`config.mk`:
```
export PLATFORM = sky130hd
export DESIGN_NAME = rf_write_port
export DESIGN_NICKNAME = d
export VERILOG_FILES = /design/src/rtl/rf_pkg.sv /design/src/rtl/dec3_8.sv /design/src/rtl/rf_write_port.sv
export SDC_FILE = /design/constraint.sdc
export NUM_CORES = 1
export LEC_CHECK = 0
export ABC_CLOCK_PERIOD_IN_PS = 9500
export BUFFER_PORTS_ARGS = -buffer_cell sky130_fd_sc_hd__buf_2
export CAP_MARGIN = 5
export CORE_ASPECT_RATIO = 0.8
export CORE_MARGIN = 2
export CORE_UTILIZATION = 40
export DETAILED_ROUTE_END_ITERATION = 8
export PLACE_DENSITY = 0.76
export SLEW_MARGIN = 0
export SYNTH_ARGS = -nofsm -noshare
export SYNTH_HDL_FRONTEND = slang
export SYNTH_HIERARCHICAL = 1
export SYNTH_SLANG_ARGS = --single-unit
```
`constraint.sdc`:
```
create_clock -name clk -period 9.5 [get_ports clk]
set_input_delay 1.425 -clock clk [delete_from_list [all_inputs] [get_ports clk]]
set_output_delay 1.425 -clock clk [all_outputs]
set_load 0.02 [all_outputs]
```
`src/rtl/rf_pkg.sv`:
```
// rtl/rf_pkg.sv - shared sizes and word offset helper for the register file write port
package rf_pkg;
  localparam int N_REGS  = 8;
  localparam int DATA_W  = 16;
  localparam int SEL_W   = 3;
  localparam int TOTAL_W = N_REGS * DATA_W;

  localparam logic [0:0] STG_EMPTY = 1'b0;
  localparam logic [0:0] STG_FULL  = 1'b1;

  // Bit offset of register sel inside the flat bus.
  function automatic int word_off(input logic [SEL_W-1:0] sel);
    return DATA_W * int'(sel);
  endfunction
endpackage

```
`src/rtl/dec3_8.sv`:
```
// rtl/dec3_8.sv - combinational 3-to-8 one-hot decoder with enable
module dec3_8
  import rf_pkg::*;
(
  input  logic              i_en,
  input  logic [SEL_W-1:0]  i_sel,
  output logic [N_REGS-1:0] o_onehot
);
  always_comb begin
    o_onehot = '0;
    if (i_en) o_onehot[i_sel] = 1'b1;
  end
endmodule

```
`src/rtl/rf_write_port.sv`:
```
// rtl/rf_write_port.sv - staged write side of the 8 x 16-bit register file
module rf_write_port
  import rf_pkg::*;
(
  input  logic               clk,
  input  logic               rst,
  input  logic               wr_valid,
  output logic               wr_ready,
  input  logic [SEL_W-1:0]   wr_sel,
  input  logic [DATA_W-1:0]  wr_data,
  input  logic               commit_en,
  output logic [TOTAL_W-1:0] regs_flat,
  output logic [TOTAL_W-1:0] regs_byp,
  output logic [N_REGS-1:0]  wr_mask,
  output logic               stg_busy
);
  logic [0:0]        r_stg_state;
  logic [SEL_W-1:0]  r_stg_sel;
  logic [DATA_W-1:0] r_stg_data;
  logic [N_REGS-1:0] r_wr_mask;
  logic [DATA_W-1:0] r_storage [N_REGS];

  logic              w_stg_valid;
  logic              w_accept;
  logic              w_commit;
  logic [N_REGS-1:0] w_commit_onehot;

  assign w_stg_valid = (r_stg_state == STG_FULL);
  assign wr_ready    = !w_stg_valid || commit_en;
  assign w_accept    = wr_valid && wr_ready;
  assign w_commit    = w_stg_valid && commit_en;
  assign stg_busy    = w_stg_valid;
  assign wr_mask     = r_wr_mask;

  // A commit and a new accept on the same edge retire the old entry and refill the slot.
  always_ff @(posedge clk or posedge rst) begin
    if (rst) begin
      r_stg_state <= STG_EMPTY;
      r_stg_sel   <= '0;
      r_stg_data  <= '0;
    end else if (w_accept) begin
      r_stg_state <= STG_FULL;
      r_stg_sel   <= wr_sel;
      r_stg_data  <= wr_data;
    end else if (w_commit) begin
      r_stg_state <= STG_EMPTY;
    end
  end

  dec3_8 u_commit_dec (
    .i_en     (w_commit),
    .i_sel    (r_stg_sel),
    .o_onehot (w_commit_onehot)
  );

  genvar g;
  generate
    for (g = 0; g < N_REGS; g = g + 1) begin : g_word
      always_ff @(posedge clk or posedge rst) begin
        if (rst) r_storage[g] <= '0;
        else if (w_commit_onehot[g]) r_storage[g] <= r_stg_data;
      end
      assign regs_flat[word_off(SEL_W'(g)) +: DATA_W] = r_storage[g];
    end
  endgenerate

  always_ff @(posedge clk or posedge rst) begin
    if (rst) r_wr_mask <= '0;
    else     r_wr_mask <= r_wr_mask | w_commit_onehot;
  end

  always_comb begin
    regs_byp = regs_flat;
    if (w_stg_valid) regs_byp[word_off(r_stg_sel) +: DATA_W] = r_stg_data;
  end
endmodule

```
-- Word level (Yosys, flattened, before mapping)
Index checks and enable logic that the tools add are counted.
- output and inout bits: 266
- bits in registers: 156
- bits of input ports: 23
- word-level logic and storage cells: 31
- bits in writable memories: 0
- bits in latches: 0
- memory bits (read-only): 0
- memories: 0
- reduce and logical (&&, ||, !) cells: 6
- equal/unequal tests: 0
- magnitude comparators: 2
- $mul: 0
- bitwise gates (word level): 1
- shifts and indexed selects: 2
- $add $sub $neg: 1
- muxes and demuxes: 7
- divide/modulo/power cells: 0
- operators by type and width (kind ; count):
    $bwmux 128 ; 1
    $mux 128 ; 1
    $shift 16x33->128 const A ; 1
    $shiftx 16x33->128 ; 1
    $neg 7->33 ; 1
    $mux 8 ; 1
    $or 8x8->8 ; 1
    $lt 3x4->1 const B ; 1
    $demux 1 s3 ; 1
    $ge 3x1->1 const B ; 1
    $logic_and 1x1->1 ; 3
    $mux 1 ; 3
    $reduce_bool 2->1 ; 1
    $logic_not 1->1 ; 1
    $logic_or 1x1->1 ; 1

-- Longest topological paths before layout
Gate-level depths: netlist (run 1).
- word-level depth: 6
- mapped depth: 8
- depth with buffers taken out: 6

-- By module
Netlist (run 1), hierarchy kept.
- modules (own cells, without submodules) (module ; sequential area each (um^2) ; area an instance (um^2) ; times used ; cells an instance):
    rf_write_port ; 3903.7 ; 7716.2 ; 1 ; 545
    dec3_8 ; 0.0 ; 96.3 ; 1 ; 8

-- Least setup slack after synthesis (run 1)
No wires, ideal clock.
- path kind: reg2out
- from: register r_stg_sel[0]
- to: output port regs_byp[102]
- path slack: 5693 ps
- data required time: 8075 ps
- path buffers: 2
- arrival: 2382 ps
- cell stages (with the launch flop): 9
- cells stage by stage: dfrtp_1 -> inv_1 -> ha_1 -> ha_1 -> nand2b_1 -> or4_1 -> buf_2 -> buf_6 -> mux2_4
- word-level cells in the longest chain between the ends: 4
- elaborated cells between the ends (all ways): 5
- classes of those cells: 1 x add/sub; 2 x shift; 2 x mux
- RTL lines (item ; line ; source):
    start: declaration ; rf_write_port.sv:18 ; logic [SEL_W-1:0] r_stg_sel;
    start signal: assignment ; rf_write_port.sv:43 ; r_stg_sel <= wr_sel;
    $neg 7->33 * ; rf_write_port.sv:74 ; if (w_stg_valid) regs_byp[word_off(r_stg_sel) +: DATA_W] = r_stg_data;
    $shiftx 16x33->128 / $shift 16x33->128 (equally long branches) ; rf_write_port.sv:74 ;
    $bwmux 128 * ; rf_write_port.sv:74 ;
    $mux 128 * ; rf_write_port.sv:74 ;
    end: declaration ; rf_write_port.sv:13 ; output logic [TOTAL_W-1:0] regs_byp,
Every way passes the cells marked *; elsewhere a longest branch is shown, timed or not.

-- Worst setup path after layout (run 1)
- from: register r_stg_sel[0]
- to: output port regs_byp[3]
The elaborated chain is that of the path after synthesis.

==> run_results.csv, run 1 <==
group,metric,value,unit
outcome,outcome,"finished, final reports clean",
worst_setup_path,slowest_stage,"nand4_1",
final_layout,area_growth,28.7,%
clock_tree,hold_buffers,0,
clock_tree,cts_buffers,17,
pwr,peakVddDrop,0.201,mV
final_layout,antenna_cells,0,
worst_setup_path,cp.depth,7,
logic_synthesis,yosys_warnings,6,
clock_tree,clock-sinks,156,
final_layout,multi_input_area,3710,sq um
logic_synthesis,async_flop_share,100,%
sta,rsz0062_at_grt,"no",
die,fp.dieH,129,microns
routing,drt-total-wl,21500,microns
sta,hold_viol_final,0,
global_route,grt_usage,20.9,%
sta,setup_ws,4180,ps
worst_setup_path,worst-path-buf-inv,2,
routing,drc_errors,0,
final_layout,layout_commonest_cell,"buf_2",
logic_synthesis,synth_fa_ha_area_share,0.480,%
logic_synthesis,syn-cell-area,7810,sq um
sta,fin_setup_tns,0,ps
sta,max_slew_margin,23.6,%
logic_synthesis,ys_types,27,
routing,detail-route-antenna-nets,0,
sta,tightest_slew,1150,ps
place,place_congestion,0.770,
logic_synthesis,syn_nets,579,
place,dpl.hpwl,15000,microns
worst_setup_path,critPathTopFamily,"simple AND/OR/NAND/NOR gates",
sta,timing.hold.ws,459,ps
clock_tree,clk_pin_slew,60,ps
place,port_buffers,288,
die,io_pins,289,
clock_tree,ctsHtreeMaxLevel,4,
worst_setup_path,path_class,"flip-flop to output port",
worst_setup_path,required,8080,ps
sta,fin_crit,5320,ps
min_path,worstHoldPathCells,1,
global_route,antenna_found_initial,0,
final_layout,area.sequential,3900,sq um
place,post-place-ws,4550,ps
die,std_cell_rows,45,
logic_synthesis,muxShareOfSynthArea,40.6,%
logic_synthesis,synth_top_family_by_area,"multiplexers",
sta,slew_viol_final,0,
worst_setup_path,end_kind,"output port",
clock_tree,cts_tree,"built",
logic_synthesis,synth-compound-area-share,0,%
logic_synthesis,synthFlopType,"dfrtp_1",
logic_synthesis,ys_ff_latch,156,
sta,skew,6.32,ps
die,dieArea,20700,sq um
die,initial_core_util,40.9,%
run,maxCapViolations,0,
worst_setup_path,start_kind,"flip-flop",
sta,fmax,188,MHz
global_route,grt_pass1_vias,5456,
final_layout,final_util,52.7,%
worst_setup_path,slowest_delay,860,ps
logic_synthesis,postSynthAreaPerCell,14.1,sq um
routing,dr.pass1.iters,6,
pwr,power_leakage,4.79,nW
logic_synthesis,synth_edf_count,0,
routing,dr.first_iter.drc_count,226,
final_layout,final_cell_mix,"288 x buf_2, 233 x mux2_2, 156 x dfrtp_1",
routing,via_per_inst,5.06,
clock_tree,clock_path_buffers,2,
sta,setup_viol,0,
worst_setup_path,crit_arrival,3890,ps
logic_synthesis,synth_xor_area_share,0,%
worst_setup_path,cpMostUsedCell,"ha_1",
pwr,power_per_cell_area,397,nW/um^2
clock_tree,ctsResizeCount,0,
sta,period_share,56.0,%
global_route,grt_pass1_wl,32700,microns
logic_synthesis,synth_cells,553,
global_route,grt_max_degree,98,
final_layout,fillers,1641,
worst_setup_path,r2r_cells,2,
global_route,grt.overflow.total,0,
final_layout,drive_above_1_share,71.7,%
clock_tree,clk_latency,410,ps
die,die_width,160,microns
worst_setup_path,worstPathCellList,"inv_1 > ha_1 > ha_1 > nor4_1 > nand4_1 > mux2_2 > buf_2",
min_path,hp-class,"flip-flop to flip-flop",
worst_setup_path,cp_max_fo,25,
clock_tree,cts_setup_buffers,0,
final_layout,nNetsFinal,844,
clock_tree,clock_tree.root_cell,"clkbuf_16",
pwr,finalPower,0.00399,W
routing,routedWlPerCell,19.8,microns
logic_synthesis,synth_simple_gate_area_share,6.23,%
die,core,19100,sq um
logic_synthesis,ys_seq_area_share,50.0,%
routing,via_count,5512,
through the flow:
stage	instances	cell area [sq um]
floorplan	553	7810
global placement	1057	9430
detailed placement	1057	9430
CTS	1089	10100
global route	1089	10100
finish	1089	10100
flip-flops by register name, indices dropped and copies added, names as in the netlist:
| signal | flops |
|---|---|
| stg_busy | 1 |
| regs_flat | 128 |
| r_stg_data | 16 |
| wr_mask | 8 |
| r_stg_sel | 3 |
routing by layer:
| metal | wire, microns | part of all wire (%) | GRT usage [%] | vias to the layer above |
|---|---|---|---|---|
| met2 | 10500 | 49 | 35.3 | 169 |
| li1 | - | - | - | 2515 |
| met3 | 809 | 3.8 | 3.74 | 19 |
| met4 | 380 | 1.8 | 6.47 | 0 |
| met1 | 9850 | 46 | 27.7 | 2809 |
| met5 | 0 | 0 | 0 | - |
path summary, 6_finish.rpt:
check                                endpoint          from  slack, ps
worst max-delay path              regs_byp[3]  r_stg_sel[0]       4180
worst min-delay path               wr_mask[2]    wr_mask[2]        460
worst max register to register  regs_flat[18]  r_stg_sel[0]       7380
worst min register to register     wr_mask[2]    wr_mask[2]        460
max in group asynchronous       r_stg_data[6]           rst       6950
min in group asynchronous          wr_mask[0]           rst       1190
cells by family (layout without fill, tap and decap cells):
group / after synthesis / count (layout)
buffers and inverters: 50 / 328
DFF: 156 / 156
adders and majority gates: 3 / 3
muxes: 275 / 275
and+or+nand+nor: 69 / 69
power breakdown:
part / internal [W] / switching [W]
registers: 0.000963 / 0.000277
logic: 0.000863 / 0.00118
clock network: 0.000444 / 0.000264
cell usage after synthesis, types with 2 or more instances:
cell type,n,share of area [%]
mux2_1,22,3.2
mux2_4,20,3.8
or4_1,2,0.19
buf_1,20,0.96
dfrtp_1,156,50
inv_1,4,0.19
nand2b_1,4,0.32
buf_2,8,0.51
buf_6,2,0.29
ha_1,3,0.48
and4b_2,3,0.43
clkbuf_1,16,0.77
nor2_1,5,0.24
and2_1,33,2.6
nand2_1,2,0.096
mux2_2,233,34
and4bb_2,3,0.48
or2_2,8,0.64
final cells by class:
| class | instances | area share [%] |
|---|---|---|
| Clock inverter | 8 | 1.29 |
| Timing Repair Buffer | 292 | 14.6 |
| Inverter | 4 | 0.199 |
| Tap cell | 258 | 3.21 |
| Sequential cell | 156 | 38.8 |
| Clock buffer | 24 | 4.89 |
| Multi-Input combinational cell | 347 | 36.9 |
No activity file was read; power rests on OpenSTA's default activity.
==> run 2: changes to the inputs <==
ABC_CLOCK_PERIOD_IN_PS = 4760   (was 9500)
PLACE_DENSITY = 0.79   (was 0.76)
clock period = 4.76 ns   (was 9.5 ns; I/O delays follow)
==> run_results.csv, run 2 (synthesis gave the netlist of run 1 again) <==
group,metric,value,unit
routing,routedWlPerCell,19.7,microns
sta,period_share,88.6,%
clock_tree,clock_path_buffers,2,
routing,met2_length,10200,microns
clock_tree,cts_setup_buffers,0,
worst_setup_path,slowest_delay,980,ps
routing,via_count,5621,
final_layout,layout_commonest_cell,"buf_2",
global_route,grt_max_degree,79,
final_layout,final_util,52.9,%
routing,wl_met3,888,microns
sta,fin_setup_tns,0,ps
sta,fmax,237,MHz
worst_setup_path,end_kind,"output port",
global_route,grt_usage,20.8,%
global_route,grt_pass1_vias,5539,
routing,dr.pass1.iters,4,
place,port_buffers,288,
clock_tree,ctsResizeCount,0,
worst_setup_path,worstPathCellList,"buf_4 > inv_1 > ha_1 > ha_1 > nand2b_1 > or4_1 > mux2_1 > buf_2",
global_route,antenna_found_initial,2,
worst_setup_path,r2r_start,"stg_busy",
sta,fin_crit,4220,ps
die,fp.dieH,129,microns
sta,hold_viol_final,0,
pwr,power_leakage,4.82,nW
sta,max_slew_margin,26.8,%
routing,drt-total-wl,21600,microns
run,maxCapViolations,0,
final_layout,largest_register_ffs,128,
clock_tree,cts_buffers,17,
die,dieArea,20700,sq um
worst_setup_path,cpMostUsedCell,"ha_1",
routing,dr.first_iter.drc_count,260,
worst_setup_path,crit_start,"r_stg_sel[0]",
die,initial_core_util,40.9,%
worst_setup_path,required,4050,ps
place,place_congestion,0.772,
final_layout,nNetsFinal,850,
sta,rsz0062_at_grt,"no",
worst_setup_path,cp_max_fo,25,
die,std_cell_rows,45,
clock_tree,cts_tree,"built",
global_route,grt.overflow.total,0,
sta,tightest_slew,1100,ps
final_layout,drive_above_1_share,72.3,%
worst_setup_path,crit_arrival,3500,ps
routing,detail-route-antenna-nets,0,
clock_tree,ctsHtreeMaxLevel,4,
outcome,outcome,"finished, final reports clean",
die,core,19100,sq um
clock_tree,hold_buffers,0,
pwr,power_per_cell_area,785,nW/um^2
worst_setup_path,start_kind,"flip-flop",
clock_tree,clk_pin_slew,70,ps
global_route,grt_pass1_wl,32600,microns
die,io_pins,289,
clock_tree,clock-sinks,156,
final_layout,final_cell_mix,"288 x buf_2, 233 x mux2_2, 156 x dfrtp_1",
worst_setup_path,path_class,"flip-flop to output port",
routing,via_per_inst,5.12,
sta,slew_viol_final,0,
routing,met1_length,10000,microns
routing,drc_errors,0,
clock_tree,clock_tree.root_cell,"clkbuf_16",
sta,skew,11.7,ps
routing,maxUsedRoutingLayer,"met4",
sta,setup_viol,0,
clock_tree,clk_latency,420,ps
place,dpl.hpwl,15400,microns
min_path,hp-class,"input port to async pin",
worst_setup_path,slowest_stage,"or4_1",
pwr,peakVddDrop,0.392,mV
die,die_width,160,microns
final_layout,area_growth,29.2,%
[run 2: cell type report]
cell class | count | area [sq um]
clock buffer | 17 | 425
timing repair buffer | 298 | 1530
multi-input combinational | 347 | 3710
fill | 1627 | 8990
antenna | 2 | 5.00
inverter | 4 | 18.8
sequential | 156 | 3900
clock inverter | 15 | 176
tap | 258 | 323
[run 2: through the flow]
stage / area, sq um / setup WS [ps] / total power (W) / hold slack, ps / std cells
floorplan: 7820 / 1660 / 0.00515 / 506 / 553
global placement: 9490 / 1070 / 0.00654 / 447 / 1063
detailed placement: 9490 / 977 / 0.00661 / 443 / 1063
CTS: 10100 / 519 / 0.00799 / 303 / 1095
global route: 10100 / 379 / 0.00834 / 324 / 1097
finish: 10100 / 541 / 0.00793 / 313 / 1097
[run 2: final timing paths]
kind | endpoint | slack, ps | cells past startpoint
max | regs_byp[100] | 540 | 8
min | regs_flat[2] | 310 | 2
max reg2reg | regs_flat[21] | 2800 | 3
min reg2reg | wr_mask[7] | 460 | 1
max in group asynchronous | regs_flat[59] | 3360 | 3
min in group clk | wr_mask[7] | 460 | 1
[run 2: metal layers]
| metal | GRT usage [%] | up-vias |
|---|---|---|
| met5 | 0 | - |
| met4 | 8.59 | 0 |
| met3 | 3.64 | 32 |
| met2 | 33.4 | 208 |
| met1 | 28.1 | 2866 |
| li1 | - | 2515 |
[run 2: power by group]
part | total (W) | switching [W] | internal [W]
combinational | 0.00410 | 0.00237 | 0.00173
sequential | 0.00247 | 0.000551 | 0.00192
clock | 0.00135 | 0.000600 | 0.000754
[run 2: worst max-delay path: cells and delay by family (launching register included)]
family	cells	cell delay, ps
multiplexers	1	510
buffers and inverters	3	500
adder cells (fa/ha/maj)	2	570
flip-flops	1	320
AND/OR/NAND/NOR	2	1160
==> run 3: changes to the inputs <==
CELL_PAD_IN_SITES_DETAIL_PLACEMENT = 0   (was not set)
CELL_PAD_IN_SITES_GLOBAL_PLACEMENT = 1   (was not set)
CORE_UTILIZATION = 35   (was 40)
GPL_TIMING_DRIVEN = 0   (was not set)
PLACE_DENSITY = 0.85   (was 0.79)
SKIP_LAST_GASP = 1   (was not set)
==> run_results.csv, run 3 (synthesis gave the netlist of run 1 again) <==
group,metric,value,unit
outcome,outcome,"finished, final reports clean",
sta,tightest_slew,799,ps
worst_setup_path,slowest_stage,"nor2_1",
routing,via_per_inst,4.78,
global_route,grt.overflow.total,0,
routing,dr.first_iter.drc_count,284,
final_layout,area_growth,31.9,%
worst_setup_path,critPathTopFamily,"simple AND/OR/NAND/NOR gates",
place,post-place-ws,929,ps
worst_setup_path,worstPathCellList,"inv_1 > ha_1 > ha_1 > nand3b_1 > nor2_1 > buf_2 > mux2_2 > buf_2",
clock_tree,cts_tree,"built",
routing,via_count,5631,
clock_tree,clock_tree.root_cell,"clkbuf_16",
final_layout,final_cells,1178,
min_path,hp-class,"input port to async pin",
die,core,21700,sq um
global_route,grt_pass1_wl,34100,microns
die,fp.dieH,138,microns
global_route,antenna_found_initial,1,
routing,detail-route-antenna-nets,0,
place,dpl.hpwl,17900,microns
worst_setup_path,slowest_delay,670,ps
sta,setup_viol,0,
sta,max_slew_margin,46.5,%
clock_tree,ctsResizeCount,0,
place,place_area,9710,sq um
final_layout,largest_register_ffs,128,
global_route,grt_pass1_vias,5453,
die,initial_core_util,35.9,%
place,place_congestion,0.801,
clock_tree,cts_buffers,17,
die,std_cell_rows,48,
sta,fin_crit,4230,ps
final_layout,final_cell_mix,"296 x buf_2, 233 x mux2_2, 156 x dfrtp_1",
clock_tree,ctsHtreeMaxLevel,4,
pwr,power_leakage,4.88,nW
final_layout,layout_commonest_cell,"buf_2",
pwr,power_per_cell_area,771,nW/um^2
clock_tree,clk_latency,420,ps
sta,period_share,89.0,%
global_route,grt_max_degree,43,
worst_setup_path,required,4050,ps
routing,drc_errors,0,
pwr,finalPower,0.00795,W
routing,routedWlPerCell,19.7,microns
die,io_pins,289,
sta,setup_ws,525,ps
clock_tree,clock_path_buffers,2,
worst_setup_path,crit_arrival,3520,ps
die,dieArea,23500,sq um
clock_tree,hold_buffers,0,
routing,drt-total-wl,23200,microns
clock_tree,cts_setup_buffers,0,
worst_setup_path,path_class,"flip-flop to output port",
final_layout,drive_above_1_share,69.1,%
final_layout,nNetsFinal,890,
global_route,grt_usage,19.7,%
worst_setup_path,end_kind,"output port",
place,port_buffers,288,
sta,fin_setup_tns,0,ps
sta,fmax,236,MHz
final_layout,final_area,10300,sq um
worst_setup_path,worst-path-buf-inv,3,
die,die_width,171,microns
worst_setup_path,start_kind,"flip-flop",
run,maxCapViolations,0,
sta,hold_viol_final,0,
clock_tree,clk_pin_slew,70,ps
pwr,peakVddDrop,0.375,mV
sta,rsz0062_at_grt,"no",
worst_setup_path,cp_max_fo,16,
place,place_inst,1145,
routing,dr.pass1.iters,4,
sta,slew_viol_final,0,
sta,skew,9.94,ps
clock_tree,clock-sinks,156,
[run 3: area by class of cell]
type	instances	area, sq um
Antenna cell	1	2.50
Buffer	46	198
Clock buffer	19	453
Clock inverter	13	134
Fill cell	2052	11400
Inverter	4	18.8
Multi-Input combinational cell	347	3700
Sequential cell	156	3900
Tap cell	300	375
Timing Repair Buffer	292	1520
[run 3: path summary, 6_finish.rpt]
path	from	endpoint	depth (start not counted)	slack [ps]
min reg2reg	wr_mask[6]	wr_mask[6]	1	460
min in group clk	wr_mask[6]	wr_mask[6]	1	460
max reg2reg	stg_busy	regs_flat[24]	5	2190
max in group asynchronous	rst	regs_flat[117]	5	3640
min	rst	wr_mask[4]	2	160
max	r_stg_sel[0]	regs_byp[30]	8	530
[run 3: power breakdown]
group | internal (W) | leakage [nW] | switching [W]
clock network | 0.000761 | 0.284 | 0.000570
logic | 0.00174 | 2.74 | 0.00246
registers | 0.00192 | 1.85 | 0.000489
total | 0.00442 | 4.88 | 0.00352
[run 3: through the flow]
stage                     util (%)  hold WS (ps)
after global routing          47.4           138
after floorplan                  -           506
after global placement        44.3           450
after detailed placement      44.7           447
final                         47.4           162
after CTS                     47.4           141
[run 3: layer usage]
metal | vias up | global-route usage (%) | routed length [microns]
li1 | 2590 | - | -
met1 | 2871 | 29.5 | 11600
met2 | 156 | 29.7 | 10500
met3 | 14 | 3.59 | 840
met4 | 0 | 4.43 | 252
met5 | - | 0 | 0
